--- config.mk ---
export PLATFORM = sky130hd
export DESIGN_NAME = conf_merge_arb
export DESIGN_NICKNAME = d
export VERILOG_FILES = /design/src/rtl/conf_arb_pkg.sv /design/src/rtl/conf_merge_arb_rr_pick.sv /design/src/rtl/conf_merge_arb.sv
export SDC_FILE = /design/constraint.sdc
export NUM_CORES = 1
export LEC_CHECK = 0
export CORE_ASPECT_RATIO = 1.25
export CORE_MARGIN = 10
export CORE_UTILIZATION = 25
export DETAILED_ROUTE_END_ITERATION = 7
export PLACE_DENSITY = 0.55
export SLEW_MARGIN = 40
export SYNTH_ARGS = -nofsm -noshare
export SYNTH_HDL_FRONTEND = slang
export SYNTH_HIERARCHICAL = 1
export SYNTH_SLANG_ARGS = --single-unit
--- constraint.sdc ---
create_clock -name clk -period 1.5 [get_ports clk]
set_input_delay 0.375 -clock clk [delete_from_list [all_inputs] [get_ports clk]]
set_output_delay 0.375 -clock clk [all_outputs]
set_load 0.005 [all_outputs]
--- src/rtl/conf_arb_pkg.sv ---
// conf_arb_pkg: shared definitions for the conf_merge_arb slice.
//   - arb_state_t : arbiter FSM states (IDLE/SEND/WAIT/RELEASE)
//   - idw_calc    : requester index width, never below one bit
//   - tcw_calc    : width of the WAIT-cycle counter able to hold TIMEOUT_CYC
package conf_arb_pkg;

  typedef enum logic [1:0] {
    ST_IDLE    = 2'd0,
    ST_SEND    = 2'd1,
    ST_WAIT    = 2'd2,
    ST_RELEASE = 2'd3
  } arb_state_t;

  function automatic int idw_calc(input int n);
    return (n > 2) ? $clog2(n) : 1;
  endfunction

  function automatic int tcw_calc(input int t);
    return (t > 0) ? $clog2(t + 1) : 1;
  endfunction

endpackage

--- src/rtl/conf_merge_arb_rr_pick.sv ---
// rr_pick: combinational round-robin priority select.
// Ports:
//   i_req   in  N_REQ  request vector
//   i_ptr   in  IDW    index searched first; search continues upward with wrap
//   o_gnt   out N_REQ  one-hot grant (zero when no request)
//   o_idx   out IDW    index of the granted requester
//   o_valid out 1      at least one request present
module rr_pick
  import conf_arb_pkg::*;
#(
  parameter int N_REQ = 2,
  parameter int IDW   = idw_calc(N_REQ)
) (
  input  logic [N_REQ-1:0] i_req,
  input  logic [IDW-1:0]   i_ptr,
  output logic [N_REQ-1:0] o_gnt,
  output logic [IDW-1:0]   o_idx,
  output logic             o_valid
);

  logic [2*N_REQ-1:0] w_req2;
  logic [N_REQ-1:0]   w_rot;
  logic [N_REQ-1:0]   w_first;
  logic [N_REQ:0]     w_seen;
  logic [IDW-1:0]     w_cand [N_REQ];
  logic [IDW-1:0]     w_acc  [N_REQ+1];

  // Rotating the doubled vector puts requester (ptr+j) mod N at bit j,
  // so a plain lowest-bit-first scan gives round-robin order.
  assign w_req2 = {i_req, i_req};
  assign w_rot  = N_REQ'(w_req2 >> i_ptr);

  assign w_seen[0] = 1'b0;
  assign w_acc[0]  = '0;

  for (genvar gi = 0; gi < N_REQ; gi++) begin : g_scan
    assign w_cand[gi]    = IDW'((int'(i_ptr) + gi) % N_REQ);
    assign w_first[gi]   = w_rot[gi] & ~w_seen[gi];
    assign w_seen[gi+1]  = w_seen[gi] | w_rot[gi];
    assign w_acc[gi+1]   = w_acc[gi] | ({IDW{w_first[gi]}} & w_cand[gi]);
  end

  assign o_valid = w_seen[N_REQ];
  assign o_idx   = w_acc[N_REQ];
  assign o_gnt   = o_valid ? (N_REQ'(1) << o_idx) : '0;

endmodule

--- src/rtl/conf_merge_arb.sv ---
// conf_merge_arb: clocked round-robin sequencer sharing one downstream
// drive/free channel between N_REQ requesters, with sticky protocol errors.
// Ports:
//   clk, rst      clock, asynchronous active-low reset
//   i_drive       per-requester one-cycle request pulse
//   o_free        per-requester one-cycle completion pulse
//   i_data        requester k word at [k*DATA_WIDTH +: DATA_WIDTH]
//   o_drive_next  one-cycle pulse to the consumer, o_data valid
//   i_free_next   consumer completion pulse (honoured only in WAIT)
//   o_data        registered word of the granted requester
//   o_grant_id    index of the current or last grant
//   o_busy        high whenever the FSM is not IDLE
//   i_clr_err     clears the sticky error flags
//   o_err_dup     sticky: request while the same request was still pending
//   o_timeout     sticky: WAIT lasted TIMEOUT_CYC cycles without a free
module conf_merge_arb
  import conf_arb_pkg::*;
#(
  parameter  int N_REQ       = 2,
  parameter  int DATA_WIDTH  = 128,
  parameter  int TIMEOUT_CYC = 1024,
  localparam int IDW         = idw_calc(N_REQ)
) (
  input  logic                        clk,
  input  logic                        rst,
  input  logic [N_REQ-1:0]            i_drive,
  output logic [N_REQ-1:0]            o_free,
  input  logic [N_REQ*DATA_WIDTH-1:0] i_data,
  output logic                        o_drive_next,
  input  logic                        i_free_next,
  output logic [DATA_WIDTH-1:0]       o_data,
  output logic [IDW-1:0]              o_grant_id,
  output logic                        o_busy,
  input  logic                        i_clr_err,
  output logic                        o_err_dup,
  output logic                        o_timeout
);

  localparam int             CW       = tcw_calc(TIMEOUT_CYC);
  localparam logic [CW-1:0]  CNT_MAX  = CW'(TIMEOUT_CYC);
  localparam logic [CW-1:0]  CNT_LAST = (TIMEOUT_CYC > 0) ? CW'(TIMEOUT_CYC - 1) : '0;

  arb_state_t            r_state;
  arb_state_t            w_state_next;
  logic [N_REQ-1:0]      r_pending;
  logic [N_REQ-1:0]      w_gnt;
  logic [N_REQ-1:0]      w_clr;
  logic [IDW-1:0]        r_ptr;
  logic [IDW-1:0]        w_idx;
  logic [IDW-1:0]        r_grant_id;
  logic [DATA_WIDTH-1:0] r_data;
  logic [CW-1:0]         r_cnt;
  logic                  r_err_dup;
  logic                  r_timeout;
  logic                  w_valid;
  logic                  w_grant;
  logic                  w_dup_evt;
  logic                  w_to_evt;

  rr_pick #(
    .N_REQ (N_REQ),
    .IDW   (IDW)
  ) u_pick (
    .i_req   (r_pending),
    .i_ptr   (r_ptr),
    .o_gnt   (w_gnt),
    .o_idx   (w_idx),
    .o_valid (w_valid)
  );

  assign w_grant = (r_state == ST_IDLE) && w_valid;
  assign w_clr   = w_grant ? w_gnt : '0;

  // A bit being granted this cycle may be re-requested without error.
  assign w_dup_evt = |(i_drive & r_pending & ~w_clr);

  // Fires on the TIMEOUT_CYC-th WAIT cycle that sees no free; the counter
  // then saturates so the event cannot repeat within one transaction.
  assign w_to_evt = (TIMEOUT_CYC != 0) && (r_state == ST_WAIT) &&
                    !i_free_next && (r_cnt == CNT_LAST);

  always_ff @(posedge clk or negedge rst) begin
    if (!rst) begin
      r_state <= ST_IDLE;
    end else begin
      r_state <= w_state_next;
    end
  end

  always_comb begin
    w_state_next = r_state;
    o_drive_next = 1'b0;
    o_free       = '0;
    case (r_state)
      ST_IDLE: begin
        if (w_valid) w_state_next = ST_SEND;
      end
      ST_SEND: begin
        o_drive_next = 1'b1;
        w_state_next = ST_WAIT;
      end
      ST_WAIT: begin
        if (i_free_next) w_state_next = ST_RELEASE;
      end
      ST_RELEASE: begin
        o_free       = N_REQ'(1) << r_grant_id;
        w_state_next = ST_IDLE;
      end
      default: w_state_next = ST_IDLE;
    endcase
  end

  always_ff @(posedge clk or negedge rst) begin
    if (!rst) begin
      r_pending  <= '0;
      r_ptr      <= '0;
      r_grant_id <= '0;
      r_data     <= '0;
      r_cnt      <= '0;
      r_err_dup  <= 1'b0;
      r_timeout  <= 1'b0;
    end else begin
      // Set wins over the grant clear, allowing back-to-back re-requests.
      r_pending <= (r_pending & ~w_clr) | i_drive;

      if (w_grant) begin
        r_data     <= i_data[w_idx*DATA_WIDTH +: DATA_WIDTH];
        r_grant_id <= w_idx;
        r_ptr      <= (w_idx == IDW'(N_REQ - 1)) ? '0 : w_idx + 1'b1;
      end

      if (r_state == ST_RELEASE) begin
        r_cnt <= '0;
      end else if ((r_state == ST_WAIT) && !i_free_next && (r_cnt != CNT_MAX)) begin
        r_cnt <= r_cnt + 1'b1;
      end

      if (w_dup_evt)      r_err_dup <= 1'b1;
      else if (i_clr_err) r_err_dup <= 1'b0;

      if (w_to_evt)       r_timeout <= 1'b1;
      else if (i_clr_err) r_timeout <= 1'b0;
    end
  end

  assign o_busy     = (r_state != ST_IDLE);
  assign o_data     = r_data;
  assign o_grant_id = r_grant_id;
  assign o_err_dup  = r_err_dup;
  assign o_timeout  = r_timeout;

endmodule
# After elaboration in Yosys (flattened, before gate mapping)
# Index checks and enable logic that the tools add are counted.
dict set report op_classes {
  add_sub_neg 3
  eq_ne 7
  shifts 4
  n_mux 13
  bitwise_logic 11
  n_reduce_logical 12
}
# cell count
set ops {}
lappend ops {{256-bit by 9-bit indexed part select with 128-bit output} 1}
lappend ops {{11-bit two-way mux} 2}
lappend ops {{11-bit by 1-bit adder with 11-bit output (second input constant)} 1}
lappend ops {{11-bit by 10-bit equality test with 1-bit output (second input constant)} 1}
lappend ops {{11-bit inequality test (second input constant)} 1}
lappend ops {{2-bit two-way mux} 5}
lappend ops {{2-bit case mux with 4 select lines} 1}
lappend ops {{2-bit nonzero test} 4}
lappend ops {{2-bit AND} 3}
lappend ops {{1-bit two-way mux} 5}
lappend ops {{2-bit equality test (second input constant)} 2}
lappend ops {{1-bit logical AND} 4}
lappend ops {{1-bit by 1-bit left shift with 2-bit output (first input constant)} 2}
lappend ops {{4-bit by 1-bit right shift with 2-bit output} 1}
lappend ops {{1-bit AND} 3}
lappend ops {{1-bit adder (second input constant)} 2}
lappend ops {{2-bit by 1-bit equality test with 1-bit output (second input constant)} 1}
lappend ops {{2-bit zero test} 1}
lappend ops {{2-bit by 1-bit inequality test with 1-bit output (second input constant)} 1}
lappend ops {{2-bit inequality test (second input constant)} 1}
lappend ops {{2-bit inverter} 1}
lappend ops {{1-bit OR} 2}
lappend ops {{2-bit OR} 1}
lappend ops {{2-bit AND reduction} 1}
lappend ops {{other kinds (3)} 3}
dict set report word_totals {
  register_bits 147
  in_bits 262
  out_inout_bits 135
  word_cells 58
}

# Logic depth before layout (Yosys ltp)
# Gate-level depths: netlist of run 1.
dict set report depth {
  ltp_word 12
  mapped_depth 8
  depth_no_buf 6
}

# Hierarchy
# Netlist of run 1, hierarchy kept.
# module instances cells_per_inst area_per_inst_um2 seq_area_each_um2
set by_module_without_submodules {}
lappend by_module_without_submodules {conf_merge_arb 1 652 6775.2 3678.5}
lappend by_module_without_submodules {rr_pick 1 5 32.5 0.0}

# Worst setup path after synthesis of run 1
# No wires, ideal clock.
dict set report synth_path {
  kind {register to register}
  startpoint {register r_pending[0]}
  endpoint {register r_ptr}
  setup_time_ns 0.133
  arrival_ns 1.495
  required_time_ns 1.367
  path_slack_ns -0.127
  stages_incl_launch_ff 7
  path_buffers 3
  synth_period_minus_slack_ns 1.627
  cell_sequence {dfrtp_1 -> or2_1 -> nand2_1 -> buf_2 -> clkbuf_1 -> buf_2 -> o21ai_0}
}
dict set report synth_via {
  word_cells_on_any_way 10
  classes_between {add/sub: 1; shift: 1; mux: 1; bitwise: 6; reduce/logical: 1}
}
# element line_no
set synth_rtl {}
lappend synth_rtl {{start: declaration} conf_merge_arb.sv:45} ;# logic [N_REQ-1:0] r_pending;
lappend synth_rtl {{start signal: assignment} conf_merge_arb.sv:124} ;# r_pending <= (r_pending & ~w_clr) | i_drive;
lappend synth_rtl {{4-bit by 1-bit right shift with 2-bit output} conf_merge_arb_rr_pick.sv:31} ;# assign w_rot = N_REQ'(w_req2 >> i_ptr);
lappend synth_rtl {{1-bit OR} conf_merge_arb_rr_pick.sv:39} ;# assign w_seen[gi+1] = w_seen[gi] | w_rot[gi];
lappend synth_rtl {{named net w_valid} conf_merge_arb.sv:55} ;# logic w_valid;
lappend synth_rtl {{1-bit logical AND} conf_merge_arb.sv:71} ;# assign w_grant = (r_state == ST_IDLE) && w_valid;
lappend synth_rtl {{end signal: assignment} conf_merge_arb.sv:129} ;# r_ptr <= (w_idx == IDW'(N_REQ - 1)) ? '0 : w_idx + 1'b1;
lappend synth_rtl {{end: declaration} conf_merge_arb.sv:48} ;# logic [IDW-1:0] r_ptr;
# The timed path passes the listed nets, and every way through them passes these cells.
# A chain may end at the register's enable or synchronous reset.

# Final worst setup path of run 1
dict set report layout_path {
  startpoint {register r_state[1]}
  endpoint {output port o_free[0]}
}
dict set report layout_via {
  elab_chain_len 2
}
# element line_no
set layout_lines {}
lappend layout_lines {{start: declaration} conf_merge_arb.sv:43} ;# arb_state_t r_state;
lappend layout_lines {{start signal: assignment} conf_merge_arb.sv:86} ;# r_state <= w_state_next;
lappend layout_lines {{2-bit equality test} conf_merge_arb.sv:94} ;# case (r_state)
lappend layout_lines {{2-bit two-way mux} conf_merge_arb.sv:94}
lappend layout_lines {{end: declaration} conf_merge_arb.sv:27} ;# output logic [N_REQ-1:0] o_free,
# No other way between the ends.

==> metrics, run 1 <==
first-pass GRT wire length=45,430 um; Clock Latency Late Sink=0.41 ns; Syn-to-layout area delta=124.7%; Final Cell Area=15,300 sq um; FFs w/ async S/R, synth=1.000; Max Cap Viol=0; post-synthesis sequential area ratio=0.5403; Placeable Area=26,830 sq um; GRT overflow=0; 1st-iter DRT viols=189; nature of the critical path startpoint=flop; Pre-Repair DR Iteration Count=4; Synth Area per Inst=10.36 sq um; most common cell after layout, fill and taps aside=clkdlybuf4s50_1; Final GP Congestion=0.7919; ys flop type=dfrtp_1; Yosys top cell by area=dfrtp_1; clk slew on worst S/H paths=0.07 ns; yosys warns=6; IO Count=397; DR WL/cell=21.37 um; Die Area=34,270 sq um; commonest cells after routing, fill and taps aside=clkdlybuf4s50_1, dfrtp_1, mux2i_1; worst slew pin tran=0.4455 ns; CTS Buffer Depth=2; Slew Limit Fails=0; initial antenna violation count=1; share of cells above drive strength 1=0.4070; Num CTS Buffers=17; hold slack=0.4391 ns; Pwr per Cell Area=2318 nW/um^2; crit path capture type=primary output; NumNets Final=1,459; status=finished, violations left; vias in the first global route=7,381; FMAX=565.7 MHz; peak supply drop=1.166 mV; synth top area cells=dfrtp_1, mux2i_1, o21ai_0; final WL=33,120 um; Post-Syn Nets=925; TritonCTS clock tree=built; largest fanout on the critical path=3; Netlist cell types=31; Tmin final=1.768 ns; H-tree depth=4; final setup skew=0.009177 ns; Post-Synthesis Cells=657; Initial Util=0.2538; HPWL after DPL=22,440 um; dpl cell area=11,650 sq um; slew margin rel.=0.7003; # setup viols final=142; DRC viols=0; min-delay worst type=input pin to async pin; die height=204.5 um; top-area cell type share of the netlist area=0.5403; Detail Route Antenna Nets=0; Setup CP Type=flop to primary output; via count=7,098; Worst R2R Path Depth=8; total global-route track usage=0.1721; Tcrit/Tclk final=1.178; CTS Sinks=147; Mapped Area=6808 sq um; Final WS setup=-0.2677 ns; final hold vios=0; Vias/cell=4.579; Root Driver=clkbuf_16; Seq cells post-synth=147; unrepaired setup endpoints after global routing=true; Port-buffer cells=396; required time worst endpoint=1.12 ns; Static Leak=6.840 nW; Rows=67; failing checks=setup timing; Die Width=167.6 um; crit path DAT=1.39 ns; EDFF count, synth=0; pin count of the biggest net entering global routing=34; fillers=2,327
==> cell usage after synthesis, types with 2 or more instances <==
| cell type | count |
|---|---|
| nand3_1 | 5 |
| o21ai_0 | 133 |
| xor2_1 | 6 |
| nor4_1 | 2 |
| a21boi_1 | 3 |
| mux2i_1 | 129 |
| nand4_1 | 3 |
| nor2_1 | 9 |
| nand2b_1 | 3 |
| inv_1 | 7 |
| buf_1 | 2 |
| a21o_1 | 2 |
| a21oi_1 | 3 |
| clkbuf_1 | 15 |
| and2_1 | 2 |
| nand2_1 | 139 |
| dfrtp_1 | 147 |
| ha_1 | 6 |
| or3_1 | 2 |
| nor2b_1 | 2 |
| buf_2 | 27 |
==> layout make-up <==
class                           instances  area, sq um  share of cell area
Antenna cell                            1        2.502           0.0001636
Clock buffer                           19        452.9             0.02960
Clock inverter                         13        173.9             0.01137
Inverter                                7        31.28            0.002044
Multi-Input combinational cell        463         4390              0.2870
Sequential cell                       147         3680              0.2405
Tap cell                              345        431.7             0.02821
Timing Repair Buffer                  555         6137              0.4011
==> power breakdown <==
group	switching (mW)	total [mW]	internal, mW
Clock	1.80	4.54	2.74
Combinational	10.3	23.6	13.3
Sequential	1.47	7.35	5.87
Total	13.6	35.5	21.9
==> timing repair <==
item	CTS	global route
gates resized for setup	463	382
pin swaps	84	113
gates cloned	29	10
hold buffers	1	0
endpoints found under the setup margin	250	192
endpoints found under the hold margin	22	0
buffers inserted	32	41
==> metrics by stage <==
step	std cells	setup slack [ns]	utilization	power, mW	setup TNS (ns)
finish	1550	-0.2677	0.5703	35.47	-11.87
global route	1550	-0.3173	0.5703	37.35	-18.26
CTS	1511	-0.2834	0.5165	31.05	-21.47
detailed placement	1418	-0.3042	0.4344	20.76	-6.640
global placement	1418	-0.2715	0.4344	20.54	-2.835
floorplan	657	-0.001510	-	12.94	-0.001510
==> cell families (layout without fill, tap and decap cells) <==
| group | Yosys count | count (layout) | synth area share |
|---|---|---|---|
| flip-flops | 147 | 147 | 0.5403 |
| buffers and inverters | 51 | 594 | 0.03308 |
| XOR/XNOR | 7 | 7 | 0.009006 |
| other | 0 | 1 | 0 |
| multiplexers | 129 | 129 | 0.1897 |
| AND/OR/NAND/NOR | 172 | 176 | 0.1064 |
| AO/OA/AOI/OAI | 145 | 145 | 0.1105 |
| adder cells (fa/ha/maj) | 6 | 6 | 0.01103 |
==> per-layer routing <==
layer	up-vias	share of wire	GRT usage
li1	3378	-	-
met1	3453	0.37	0.1812
met2	228	0.56	0.3254
met3	39	0.053	0.04716
met4	0	0.025	0.05044
met5	-	0	0
==> path summary, 6_finish.rpt <==
check | startpoint | to | slack (ns)
worst min-delay path | rst | r_cnt[10] | 0.44
worst max register to register | r_state[0] | r_cnt[10] | -0.25
max in group asynchronous | rst | o_data[39] | 0.55
worst min register to register | o_data[44] | o_data[44] | 0.48
worst max-delay path | r_state[1] | o_free[0] | -0.27
min in group clk | o_data[44] | o_data[44] | 0.48
==> flip-flops by register name, summed over array words and instances, names as in the netlist <==
name	cells
r_ptr	1
o_timeout	1
o_grant_id	1
r_pending	2
o_data	128
o_err_dup	1
r_cnt	11
r_state	2
==> critical path: stages, from the launching register on <==
cell and delay (ns):
dfrtp_1 0.42, ha_2 0.21, buf_6 0.11, nor2b_1 0.11
buf_2 0.12
Power figures use the tool's default switching activity.
==> run 2, diff against run 1 <==
Settings changed: ABC_AREA from default to 1, CTS_BUF_LIST from default to sky130_fd_sc_hd__clkbuf_4, PLACE_DENSITY 0.55 to 0.65.
==> run 2 against run 1 <==
Against the previous run: the run still ends with setup timing left; synthesized cell count up 30%; fmax fell by 8.4%; die area grew 12%; hold slack worse by 0.26 ns; via count rose by 21%; combinational power fell by 4%; critical path type is now flop to flop.
==> metrics, run 2 <==
status=finished, violations left; failing checks=setup timing; Synth Area in Simple Gates=0.1946 (+0.08820); FMAX=518.5 MHz (-8.4%); FF-to-FF End=o_data[35]; largest family of logic cells by synthesized area=compound AO/OA/AOI/OAI gates; Net Sw Frac=0.4137 (+0.03031); share of cells above drive strength 1=0.4466 (+0.03964); Post-Synthesis Cells=853 (+30%); top-area cell type share of the netlist area=0.4768 (-0.06353); unrepaired setup endpoints after global routing=true; Port-buffer cells=396 (unchanged); mux contribution to synthesized area=0 (-0.1897); r2r startpoint=r_state[0]; Mapped Area=7715 sq um (+13%); required time worst endpoint=1.99 ns (+0.87 ns); synth top area cells=dfrtp_1, o211ai_2, nand3_1; Syn-to-layout area delta=101.2%; 1st-iter DRT viols=584 (+210%); logic gate share of total power=0.691 (+0.026); Root Driver=clkbuf_4; Overall Power=32.70 mW (-7.8%); final setup skew=0.01929 ns (+0.01011 ns); Crit. Startpoint=r_state[0]; largest fanout on the critical path=10 (+7); Die Area=38,330 sq um (+12%); R2R setup slack=-0.43 ns (-0.18 ns); HPWL after DPL=23,950 um (+6.7%); crit path capture type=flop; vias in the first global route=8,905 (+21%); clk slew on worst S/H paths=0.14 ns (+0.07 ns); most common cell after layout, fill and taps aside=clkdlybuf4s50_1; CTS Sinks=147 (unchanged); Seq pwr share=0.212 (+0.005); Buf/Inv on CP=8 (+6); CP max stage cell=dfrtp_1; yosys warns=6 (unchanged); first-pass GRT wire length=55,800 um (+23%); Detail Route Antenna Nets=0 (unchanged); NumNets Final=1,688 (+16%); Rows=71 (+6.0%); Clock Latency Late Sink=0.56 ns (+0.15 ns); slew margin rel.=0.7429 (+0.04259); Final GP Congestion=0.8345 (+5.4%); Pwr per Cell Area=2107 nW/um^2 (-9.1%); Setup CP Type=flop to flop; EDFF count, synth=0 (unchanged); Tmin final=1.929 ns (+0.1611 ns); Yosys top cell by area=dfrtp_1; TritonCTS clock tree=built; via count=8,579 (+21%); DR WL/cell=21.55 um (+0.87%); FFs w/ async S/R, synth=1.000 (unchanged); dpl cell area=12,390 sq um (+6.3%); GRT overflow=0 (unchanged); Static Leak=7.407 nW (+8.3%); pin count of the biggest net entering global routing=55 (+62%); die height=216.4 um (+5.8%); Vias/cell=4.665 (+1.9%); Synth top cells by count=nand2_1, inv_1, dfrtp_1, nand3_1, o211ai_2; min-delay worst type=input pin to async pin; Max Cap Viol=0 (unchanged); Post-Syn Nets=1,121 (+21%); total net switching power=13.53 mW (-0.51%); Post-Synth Adder-Cell Area=0.009731 (-0.001297); Worst R2R Path Depth=12 (+4); count leader, synth=nand2_1; max FFs per register=128 (unchanged); Internal Power=19.17 mW (-12%); final WL=39,640 um (+20%); initial antenna violation count=4 (+3); Pre-Repair DR Iteration Count=4 (unchanged); peak supply drop=1.499 mV (+29%); Netlist cell types=23 (-26%); total negative setup slack=-54.72 ns (-42.85 ns); worst stage delay on the critical path=0.45 ns (+0.03 ns); worst slew pin tran=0.3857 ns (-0.05978 ns); # setup viols final=169 (+19%); Compound-Gate Fraction of Synth Area=0.2003 (+0.08983); Die Width=177.1 um (+5.7%); Final Cell Area=15,520 sq um (+1.4%); H-tree depth=4 (unchanged); CTS Buffer Depth=2 (unchanged); Final WS setup=-0.4288 ns (-0.1611 ns); Slew Limit Fails=0 (unchanged); post-synthesis sequential area ratio=0.4768 (-0.06353); crit path cell chain=buf_6 -> clkinv_4 -> ha_4 -> buf_6 -> nand2_8 -> buf_6 -> buf_12 -> buf_16 -> inv_16 -> clkbuf_16 -> nand3_1 -> o211ai_2; total global-route track usage=0.1914 (+0.01932); critical path depth in cells=12 (+8); Placeable Area=30,290 sq um (+13%); Most common cell on crit path=buf_6; IO Count=397 (unchanged); clock share of power=0.097 (-0.031); end point of the critical path=o_data[35]; DRC viols=0 (unchanged); delay-heaviest family, CP=buffers and inverters; nature of the critical path startpoint=flop; Final Util=0.5124 (-0.05797); final hold vios=0 (unchanged); xor/xnor share of the synthesized area=0.002271 (-0.006735); Num CTS Buffers=17 (unchanged); commonest cells after routing, fill and taps aside=clkdlybuf4s50_1, dfrtp_1, inv_1; Synth Area per Inst=9.044 sq um (-13%); Initial Util=0.2547 (+0.0008996); Seq cells post-synth=147 (unchanged); crit path DAT=2.42 ns (+1.03 ns); ys flop type=dfrtp_1; Tcrit/Tclk final=1.286 (+0.1074)
## run 2: cell types whose count changed in the layout (fill, tap and decap cells not counted), sizes merged, moves of 7 or more
cell | previous run | this run
buf | 155 | 334
inv | 11 | 153
nand3 | 5 | 138
mux2i | 129 | 0
o211ai | 0 | 129
o21ai | 133 | 4
clkdlybuf4s15 | 84 | 0
dlygate4sd2 | 36 | 0
nand2 | 143 | 176
clkbuf | 37 | 27
nor2 | 9 | 16
## run 2: how the worst min path moves through the flow
stage / from / end / cells past startpoint
6_report: rst / o_data[98] / 2
3_5_place_dp: rst / o_data[100] / 1
2_1_floorplan: rst / o_data[0] / 0
3_3_place_gp: rst / o_data[94] / 1
4_1_cts: rst / o_data[98] / 2
5_1_grt: rst / o_data[98] / 2
## run 2: logic make-up after synthesis
kind of cell | Yosys count
compound gates | 142
xor+xnor | 2
fa+ha+maj | 6
buf+inv | 212
flops | 147
simple gates | 344
## run 2: final cells by class
type / count / area, sq um
clock buffers: 19 / 142.6
repair buffers: 604 / 6187
diodes: 5 / 12.51
flip-flops and latches: 147 / 3681
repair inverters: 2 / 50.05
well taps: 401 / 501.7
multi-input cells: 495 / 4130
fillers: 2675 / 14770
inverters: 153 / 608.1
clock inverters: 13 / 207.7
## run 2: what timing repair did
| action | in CTS | in global routing |
|---|---|---|
| pin swaps | 18 | 69 |
| gates resized for setup | 732 | 147 |
| setup buffers | 84 | 44 |
| hold endpoints to repair | 147 | 0 |
| gates cloned | 35 | 9 |
| setup endpoints to repair | 276 | 282 |
| hold buffers | 1 | 0 |
## run 2: power by group through the flow
stage | combinational, mW | clock (mW) | sequential (mW)
after floorplan | 6.61 | 0 | 6.97
after global placement | 13.9 | 0 | 6.93
after detailed placement | 14.1 | 0 | 6.94
after CTS | 19.6 | 3.30 | 6.86
after global routing | 23.9 | 3.44 | 7.11
final | 22.6 | 3.16 | 6.94
## run 2: layer usage
layer	routed length (um)	global-route usage	vias to the layer above
met5	0	0	-
met2	20990	0.3410	307
met4	801	0.05164	0
met3	2628	0.04366	47
li1	-	-	3990
met1	15220	0.2236	4235
## run 2: stage by stage
step / std cells / hold WS (ns) / setup WS (ns)
final: 1839 / 0.1830 / -0.4288
after floorplan: 853 / 0.07941 / 0.003696
after CTS: 1786 / 0.1087 / -0.4672
after detailed placement: 1638 / 0.2251 / -0.1773
after global placement: 1638 / 0.2266 / -0.1477
after global routing: 1838 / 0.1406 / -0.5010
